[src/rtl/fft_seq_pkg.sv]
// Shared definitions for the FFT frame sequencer: bank geometry, FSM states
// and the word-offset helper used to pack 16-word buses.
package fft_seq_pkg;

  localparam int unsigned FFT_N = 16;
  localparam int unsigned IDX_W = 4;

  typedef enum logic [1:0] {
    ST_IDLE,
    ST_START,
    ST_WAIT,
    ST_CAPTURE
  } fft_state_e;

  // Bit offset of word idx in a flat bus; word 0 sits in the LSBs.
  function automatic int unsigned word_lsb(input int unsigned idx, input int unsigned w);
    return idx * w;
  endfunction

endpackage

[src/rtl/sample_bank.sv]
// One 16-word sample bank: a single write port and a flat read bus with
// word 0 in the LSBs.
module sample_bank
  import fft_seq_pkg::*;
#(
  parameter int unsigned W = 16
) (
  input  logic               clk_i,
  input  logic               rst_i,
  input  logic               we_i,
  input  logic [IDX_W-1:0]   idx_i,
  input  logic [W-1:0]       data_i,
  output logic [FFT_N*W-1:0] rd_bus_o
);

  logic [W-1:0] mem_q [FFT_N];

  always_ff @(posedge clk_i) begin
    if (rst_i) begin
      for (int i = 0; i < FFT_N; i++) begin
        mem_q[i] <= '0;
      end
    end else if (we_i) begin
      mem_q[idx_i] <= data_i;
    end
  end

  always_comb begin
    rd_bus_o = '0;
    for (int i = 0; i < FFT_N; i++) begin
      rd_bus_o[word_lsb(i, W) +: W] = mem_q[i];
    end
  end

endmodule

[src/rtl/fft_frame_sequencer.sv]
// Ping-pong sample collector and start/wait/capture controller in front of a
// 16-point FFT core, with timeout recovery and a frame counter.
//
// state      | meaning
// -----------+--------------------------------------------------------------
// ST_IDLE    | no transform running; start the oldest full bank when ready
// ST_START   | one-cycle new_t pulse, fft_t holds the bank under transform
// ST_WAIT    | waiting for done (first cycle ignored); down-counter timeout
// ST_CAPTURE | spectrum registered; free the bank, chain to a full one
module fft_frame_sequencer
  import fft_seq_pkg::*;
#(
  parameter int unsigned W       = 16,
  parameter int unsigned TIMEOUT = 64
) (
  input  logic               clk_i,
  input  logic               rst_i,
  input  logic               sample_valid_i,
  input  logic [W-1:0]       sample_data_i,
  output logic               sample_ready_o,
  output logic               fft_new_t_o,
  output logic [FFT_N*W-1:0] fft_t_o,
  input  logic               fft_done_i,
  input  logic [FFT_N*W-1:0] fft_f_i,
  output logic               spec_valid_o,
  output logic [FFT_N*W-1:0] spec_data_o,
  output logic [15:0]        frame_count_o,
  output logic               timeout_err_o
);

  localparam int unsigned CNT_W = $clog2(TIMEOUT);
  localparam logic [CNT_W-1:0] CNT_FIRST = CNT_W'(TIMEOUT - 1);

  fft_state_e         state_q, state_d;
  logic               wr_bank_q, wr_bank_d;
  logic [IDX_W-1:0]   wr_idx_q, wr_idx_d;
  logic [1:0]         full_q, full_d;
  logic               rd_bank_q, rd_bank_d;
  logic [CNT_W-1:0]   wait_cnt_q, wait_cnt_d;
  logic               spec_valid_q, spec_valid_d;
  logic [FFT_N*W-1:0] spec_data_q, spec_data_d;
  logic [15:0]        frame_count_q, frame_count_d;
  logic               timeout_err_q, timeout_err_d;

  logic               accept;
  logic               fill_done;
  logic [1:0]         full_now;
  logic               other_bank;
  logic [FFT_N*W-1:0] bus_a, bus_b;

  sample_bank #(.W(W)) u_bank_a (
    .clk_i    (clk_i),
    .rst_i    (rst_i),
    .we_i     (accept && !wr_bank_q),
    .idx_i    (wr_idx_q),
    .data_i   (sample_data_i),
    .rd_bus_o (bus_a)
  );

  sample_bank #(.W(W)) u_bank_b (
    .clk_i    (clk_i),
    .rst_i    (rst_i),
    .we_i     (accept && wr_bank_q),
    .idx_i    (wr_idx_q),
    .data_i   (sample_data_i),
    .rd_bus_o (bus_b)
  );

  always_ff @(posedge clk_i) begin
    if (rst_i) begin
      state_q       <= ST_IDLE;
      wr_bank_q     <= 1'b0;
      wr_idx_q      <= '0;
      full_q        <= '0;
      rd_bank_q     <= 1'b0;
      wait_cnt_q    <= '0;
      spec_valid_q  <= 1'b0;
      spec_data_q   <= '0;
      frame_count_q <= '0;
      timeout_err_q <= 1'b0;
    end else begin
      state_q       <= state_d;
      wr_bank_q     <= wr_bank_d;
      wr_idx_q      <= wr_idx_d;
      full_q        <= full_d;
      rd_bank_q     <= rd_bank_d;
      wait_cnt_q    <= wait_cnt_d;
      spec_valid_q  <= spec_valid_d;
      spec_data_q   <= spec_data_d;
      frame_count_q <= frame_count_d;
      timeout_err_q <= timeout_err_d;
    end
  end

  always_comb begin
    sample_ready_o = !rst_i && !full_q[wr_bank_q];
    accept         = sample_valid_i && sample_ready_o;
    fill_done      = accept && (wr_idx_q == IDX_W'(FFT_N - 1));
    // A bank completing this cycle counts as full so START follows immediately.
    full_now       = full_q | (fill_done ? (2'b01 << wr_bank_q) : 2'b00);
    other_bank     = !rd_bank_q;

    state_d       = state_q;
    wr_bank_d     = wr_bank_q;
    wr_idx_d      = wr_idx_q;
    full_d        = full_q;
    rd_bank_d     = rd_bank_q;
    wait_cnt_d    = wait_cnt_q;
    spec_valid_d  = 1'b0;
    spec_data_d   = spec_data_q;
    frame_count_d = frame_count_q;
    timeout_err_d = timeout_err_q;

    if (accept) begin
      wr_idx_d = wr_idx_q + IDX_W'(1);
    end
    if (fill_done) begin
      full_d[wr_bank_q] = 1'b1;
      wr_bank_d         = !wr_bank_q;
    end

    // Banks fill and free strictly alternately, so rd_bank always names the oldest.
    unique case (state_q)
      ST_IDLE: begin
        if (full_now[rd_bank_q]) begin
          state_d = ST_START;
        end
      end
      ST_START: begin
        state_d    = ST_WAIT;
        wait_cnt_d = CNT_FIRST;
      end
      ST_WAIT: begin
        wait_cnt_d = wait_cnt_q - CNT_W'(1);
        if (fft_done_i && (wait_cnt_q != CNT_FIRST)) begin
          state_d       = ST_CAPTURE;
          spec_valid_d  = 1'b1;
          spec_data_d   = fft_f_i;
          frame_count_d = frame_count_q + 16'd1;
        end else if (wait_cnt_q == '0) begin
          state_d           = ST_IDLE;
          full_d[rd_bank_q] = 1'b0;
          rd_bank_d         = other_bank;
          timeout_err_d     = 1'b1;
        end
      end
      ST_CAPTURE: begin
        full_d[rd_bank_q] = 1'b0;
        rd_bank_d         = other_bank;
        state_d           = full_now[other_bank] ? ST_START : ST_IDLE;
      end
      default: begin
        state_d = ST_IDLE;
      end
    endcase
  end

  assign fft_new_t_o   = (state_q == ST_START);
  assign fft_t_o       = rd_bank_q ? bus_b : bus_a;
  assign spec_valid_o  = spec_valid_q;
  assign spec_data_o   = spec_data_q;
  assign frame_count_o = frame_count_q;
  assign timeout_err_o = timeout_err_q;

endmodule

[config.mk]
export PLATFORM = sky130hd
export DESIGN_NAME = fft_frame_sequencer
export DESIGN_NICKNAME = d
export VERILOG_FILES = /design/src/rtl/fft_seq_pkg.sv /design/src/rtl/sample_bank.sv /design/src/rtl/fft_frame_sequencer.sv
export SDC_FILE = /design/constraint.sdc
export NUM_CORES = 1
export LEC_CHECK = 0
export CORE_UTILIZATION = 25
export DETAILED_ROUTE_END_ITERATION = 16
export PLACE_DENSITY = 0.52
export SYNTH_ARGS = -nofsm -noshare
export SYNTH_HDL_FRONTEND = slang
export SYNTH_SLANG_ARGS = --single-unit
[constraint.sdc]
create_clock -name clk_i -period 2.5 [get_ports clk_i]
set_input_delay 0.5 -clock clk_i [delete_from_list [all_inputs] [get_ports clk_i]]
set_output_delay 0.5 -clock clk_i [all_outputs]
set_load 0.05 [all_outputs]
==> results.md, run 1 <==
- Routed wire per std cell: 22.9 µm
- Status: complete, but fails checks
- M2 GR Usage: 0.302
- Mapped Cells: 2,806
- Critical Path, Cell by Cell: buf_12, buf_6, buf_8, mux2_2, buf_4
- TritonCTS clock tree: built
- Core Footprint: 0.130 mm²
- Slew Viols, Final: 0
- First-pass DRT Iterations: 5
- Count of cell types in the netlist: 45
- Failing checks: setup timing
- Final critical-path required period: between 2 and 3 ns
- Drt total wl: 125,000 µm
- Crit Path Category: register to output port
- Crit. End Element: output port
- Clock Tree Buf Depth: 3
- Met3 Track Usage GR: 0.0578
- GRT met1 Usage: 0.212
- Initial antenna violation count: 20
- Gp weighted congestion: 0.847
- Cell taking the most area after synthesis: edfxtp_1
- Fin crit share: 1.07
- Placed Cells: approximately 5,300
- Syn_nets: approximately 3,100
- Largest net degree at the start of global routing: between 150 and 200
- Clk sinks: roughly 800
- Max Fclk: roughly 370 MHz
- Htree depth: 3
- Root buf cell: clkbuf_16
- Via density: around 4.5
- Sequential area share after synthesis: 0.644
- Height of the die: 365 µm
- Slowest stage cell, crit path: dfxtp_4
- Prevailing post-synth register cell: edfxtp_1
- Area Growth Syn to Fin: 50.4%
- Worst Path Buf+Inv: 4
- Overall Global Routing Usage: 0.179
- Die width: 365 µm
- Final nets: 3,954
- Rows: 132
- Critical Path Source Type: register
- Final Skew: roughly 0.032 ns
- Top cells by area, synth: edfxtp_1 47%, dfxtp_1 18%, mux2_2 8.8%
- Starting DRT DRC Count: roughly 1,700
- Max-cap check violation count: 0
- Final WS setup: -0.172 ns
- GR Overflow Total: 0
- Port bufs: a little over 800
- ANT nets after route: 0
- Arr. time, crit path: between 2 and 2.5 ns
- Leak: between 20 and 25 nW
- RSZ-0062 raised after global routing: true
- Clk_lat worst skew: ~0.7 ns
- Cell with the most instances after synthesis: nand2_1
- #FFs+latches synth: around 800
- Sequential Area: 0.0212 mm²
- Num CTS Buffers: 94
- CP max stage delay: around 0.36 ns
- Vias in the first global route: ~24,000
- Detailed Place HPWL: approximately 87,000 µm
- Die ar.: between 0.1 and 0.15 mm²
- Syn Area/Cell: around 12 µm²
- Tightest Hold Check Type: input port to register
- Busiest grt layer: met2
- Setup-failing EPs final: roughly 250
- Area of the multi-input gates: around 0.011 mm²
- Cell area after synthesis: about 0.033 mm²
- Layout cells sized above 1: 0.252
- Worst Path Max Fanout: 9
- First-pass GRT wire length: between 150,000 and 200,000 µm
- Worst VDD drop: a little under 600 µV
- Placed Instance Area: between 0.04 and 0.05 mm²
- Final hold vios: 0
- Synth warn: 0
- P per Cell Area: about 680 mW/mm²
- Place WS: -0.248 ns
- Pin slew with the least headroom to its limit: around 1.1 ns
- Fin cells: ~5,500
- Ys async rst share: 0
- Ports: about 810
- Drc violations: 0
- CP required: approximately 2.0 ns
- Fin Hold WS: roughly 0.09 ns
- Starting Density: 0.253
- Cell family with most CP delay: buffers and inverters
- Post-synth top area share: 0.468
- Post-synth top cells: 530 x nand2_1, 512 x edfxtp_1, 290 x dfxtp_1
- EDFF count, synth: approximately 510
- Vias: between 20,000 and 25,000
- Slew headroom: 0.287
- Post-route cell area: 0.0494 mm²
- Fillers: between 10,000 and 15,000
- Final setup TNS: -27.95 ns
- Clock transition at path regs: around 0.060 ns
sequential cells by signal (all words and copies together), names as in the netlist:
| register | count |
|---|---|
| frame_count_o | 16 |
| full_q | 2 |
| rd_bank_q | 1 |
| spec_data_o | 256 |
| spec_valid_o | 1 |
| state_q | 2 |
| timeout_err_o | 1 |
| u_bank_a.mem_q | 256 |
| u_bank_b.mem_q | 256 |
| wait_cnt_q | 6 |
| wr_bank_q | 1 |
| wr_idx_q | 4 |
worst register-to-register path, stage by stage (launching register included):
cell and delay [ns]:
dfxtp_1 0.43, ha_1 0.18, nand2_1 0.15, o211ai_4 0.51, buf_12 0.24, buf_12 0.26
nand2_1 0.10, a21oi_1 0.15
kinds of logic after synthesis:
kind of cell / after synthesis / synth area share
DFF: 802 / 0.644
xor gates and xnor gates: 16 / 0.00426
and+or+nand+nor: 1158 / 0.177
AOI/OAI and AO/OA: 304 / 0.0493
adders and majority gates: 13 / 0.00495
muxes: 258 / 0.0884
buffers and inverters: 255 / 0.0313
what timing repair did:
action	4_1_cts	5_1_grt
endpoints found under the setup margin	307	300
setup buffers	16	12
hold buffers	0	0
cloned	6	19
gates resized for setup	234	432
power breakdown:
part           internal [mW]  switching, mW
Sequential              14.5          0.212
Combinational           1.94           2.88
Clock                   8.45           5.73
through the flow:
| step | util | power [mW] |
|---|---|---|
| after detailed placement | 0.334 | 19.3 |
| final | 0.380 | 33.7 |
| after global placement | 0.334 | 19.3 |
| after global routing | 0.380 | 34.8 |
| after floorplan | - | 17.3 |
| after CTS | 0.366 | 33.8 |
path summary, 6_finish.rpt:
path	startpoint	to	slack, ns	depth (start not counted)
min reg2reg	spec_data_o[230]	spec_data_o[230]	0.45	2
min	rst_i	wr_idx_q[1]	0.09	2
max reg2reg	wait_cnt_q[0]	spec_data_o[132]	0.36	7
max	rd_bank_q	fft_t_o[92]	-0.17	5
routing by layer:
layer / wire length [µm] / share of wire
met4: 4190 / 0.033
met3: 10000 / 0.080
met5: 117 / 0.00093
met2: 61700 / 0.49
met1: 49400 / 0.39
area by class of cell:
type	instances	share of cell area
Timing Repair Buffer	1009	0.233
Clock inverter	45	0.0115
Clock buffer	127	0.0525
Inverter	9	0.000683
Antenna cell	4	0.000202
Multi-Input combinational cell	1749	0.230
Tap cell	1742	0.0441
Sequential cell	802	0.428
cells in the final DEF, fill, tap and decap left out, types with 68 or more instances in the layout:
master	Yosys	layout
nand2_1	530	530
edfxtp_1	512	512
clkdlybuf4s50_1	0	458
dfxtp_1	290	288
and2_1	273	273
a21oi_1	269	269
and3_1	241	241
mux2_4	0	177
buf_6	0	159
buf_4	0	155
clkbuf_16	0	109
mux2_2	257	80
buf_12	0	79
buf_8	0	68
No activity file was read; power rests on OpenSTA's default activity.
==> inputs of run 2 (changes only) <==
- REMOVE_ABC_BUFFERS: unset -> 1
==> results.md, run 2 (synthesized netlist as in run 1, its figures left out) <==
- Layout cells sized above 1: 0.248 (-0.00375)
- Drt total wl: 130,000 µm (+3.7%)
- Critical Path Source Type: register
- GR Overflow Total: 0 (unchanged)
- CP required: 2.00 ns (about the same)
- Sw Pwr: 8.83 mW (+0.17%)
- Place WS: -0.171 ns (+0.0768 ns)
- Combinational power share: 0.140 (-0.003)
- Height of the die: 365 µm (unchanged)
- Vias in the first global route: 23,900 (-0.77%)
- Detailed Place HPWL: 92,200 µm (+6.3%)
- Max-cap check violation count: 0 (unchanged)
- Die width: 365 µm (unchanged)
- Post-route cell area: 0.0479 mm² (-3.0%)
- CP max stage delay: 0.42 ns (+0.06 ns)
- Htree depth: 3 (unchanged)
- Port bufs: 807 (unchanged)
- Register share of total power: 0.448 (+0.012)
- Num CTS Buffers: 94 (unchanged)
- Placed Instance Area: 0.0434 mm² (about the same)
- Overall Global Routing Usage: 0.189 (+0.00984)
- Sw Ratio: 0.269 (+0.00738)
- Clock Tree Buf Depth: 3 (unchanged)
- Fin crit share: 1.08 (+0.00720)
- Post-layout util: 0.369 (-0.0116)
- Clk sinks: 802 (unchanged)
- Final Skew: 0.0614 ns (+0.0298 ns)
- Final critical-path required period: 2.69 ns (+0.0180 ns)
- Starting DRT DRC Count: 1,703 (-2.1%)
- Final WS setup: -0.190 ns (-0.0180 ns)
- First-pass DRT Iterations: 5 (unchanged)
- Area Growth Syn to Fin: 45.9%
- Clk pwr share: 0.412 (-0.009)
- Gp weighted congestion: 0.866 (+2.2%)
- Root buf cell: clkbuf_16
- Clk_lat worst skew: 0.71 ns (about the same)
- Final setup TNS: -21.33 ns (+6.62 ns)
- Pin slew with the least headroom to its limit: 0.723 ns (-0.346 ns)
- Leak: 18.6 nW (-7.2%)
- Final nets: 3,931 (-0.58%)
- Most common cell after layout, fill and taps aside: nand2_1
- Status: complete, but fails checks
- Worst VDD drop: 465 µV (-21%)
- Routed wire per std cell: 23.8 µm (+4.0%)
- Fin Hold WS: 0.340 ns (+0.253 ns)
- Slew Viols, Final: 0 (unchanged)
- Fin cells: 5,468 (-0.35%)
- TritonCTS clock tree: built
- Largest net degree at the start of global routing: 123 (-26%)
- Starting Density: 0.253 (unchanged)
- Worst Path Max Fanout: 9 (unchanged)
- Vias: 24,500 (-0.17%)
- Initial antenna violation count: 13 (-35%)
- Critical Path, Cell by Cell: buf_16, bufbuf_16, mux2_2, buf_4
- Die ar.: 0.133 mm² (unchanged)
- Core Footprint: 0.130 mm² (unchanged)
- Crit. End Element: output port
- Slew headroom: 0.516 (+0.229)
- Drc violations: 0 (unchanged)
- Via density: 4.48 (+0.18%)
- Ports: 808 (unchanged)
- Rows: 132 (unchanged)
- ANT nets after route: 0 (unchanged)
- Clock transition at path regs: 0.06 ns (about the same)
- Most frequent cells in the layout: 530 x nand2_1, 512 x edfxtp_1, 489 x clkdlybuf4s50_1
- Max Fclk: 372 MHz (-0.67%)
- Final hold vios: 0 (unchanged)
- First-pass GRT wire length: 179,000 µm (+4.3%)
- P_int: 24.0 mW (-3.6%)
- Worst Path Buf+Inv: 3 (-1)
- Tightest Hold Check Type: input port to register
- Slowest stage cell, crit path: dfxtp_4
- RSZ-0062 raised after global routing: true
- Final Power: 32.8 mW (-2.6%)
- Arr. time, crit path: 2.19 ns (+0.02 ns)
- Cell family with most CP delay: buffers and inverters
- Crit Path Category: register to output port
- Setup-failing EPs final: 256 (+3.6%)
- Failing checks: setup timing
- P per Cell Area: 685 mW/mm² (+0.47%)
- Placed Cells: 5,261 (-0.019%)
## run 2: changes by cell type in the layout (fill, tap and decap cells not counted), moves of 5 or more
| cell | change |
|---|---|
| dlymetal6s2s_1 | -47 |
| clkbuf_16 | -9 |
| clkdlybuf4s50_1 | +31 |
| bufinv_16 | -6 |
| buf_4 | +91 |
| mux2_2 | +64 |
| mux2_4 | -64 |
| buf_6 | -29 |
| clkinv_1 | +6 |
| clkinv_2 | +5 |
| buf_8 | -57 |
## run 2: final cells by class
type	count	area [µm²]
Tap cell	1742	2180
Multi-Input combinational cell	1749	11100
Inverter	9	33.8
Fill cell	12800	82000
Clock buffer	127	2570
Timing Repair Buffer	986	10400
Antenna cell	5	12.5
Sequential cell	802	21200
Clock inverter	48	453
## run 2: timing repair
| item | CTS | global route |
|---|---|---|
| endpoints found under the hold margin | 1 | 0 |
| gates resized for setup | 128 | 175 |
| buffers inserted | 10 | 5 |
| hold buffers | 1 | 0 |
| cloned | 5 | 7 |
| endpoints found under the setup margin | 304 | 293 |
## run 2: layer usage
layer	global-route usage	share of wire
met5	0	0.00083
met4	0.0580	0.027
met3	0.0667	0.083
met2	0.320	0.49
met1	0.222	0.40
## run 2: path summary, 6_finish.rpt
| check | startpoint | end | slack [ns] | cells after the start |
|---|---|---|---|---|
| max | rd_bank_q | fft_t_o[122] | -0.19 | 4 |
| max reg2reg | wait_cnt_q[0] | spec_data_o[78] | 0.47 | 7 |
| min | fft_f_i[131] | spec_data_o[131] | 0.34 | 3 |
| min reg2reg | spec_data_o[252] | spec_data_o[252] | 0.45 | 2 |
## run 2: power by group through the flow
stage	logic, mW	clock network [mW]	registers (mW)
floorplan	1.89	0	15.3
detailed placement	4.36	0	15.0
finish	4.60	13.5	14.7
CTS	4.50	13.9	14.7
global route	4.84	14.4	14.8
global placement	4.35	0	15.0
## run 2: worst register-to-register path, cell delays in order (launching register included)
cell and delay [ns]:
dfxtp_1 0.44, ha_1 0.19, nand2_1 0.15, o211ai_4 0.37, buf_12 0.24, buf_12 0.31, nand2_1 0.08, a21oi_1 0.15
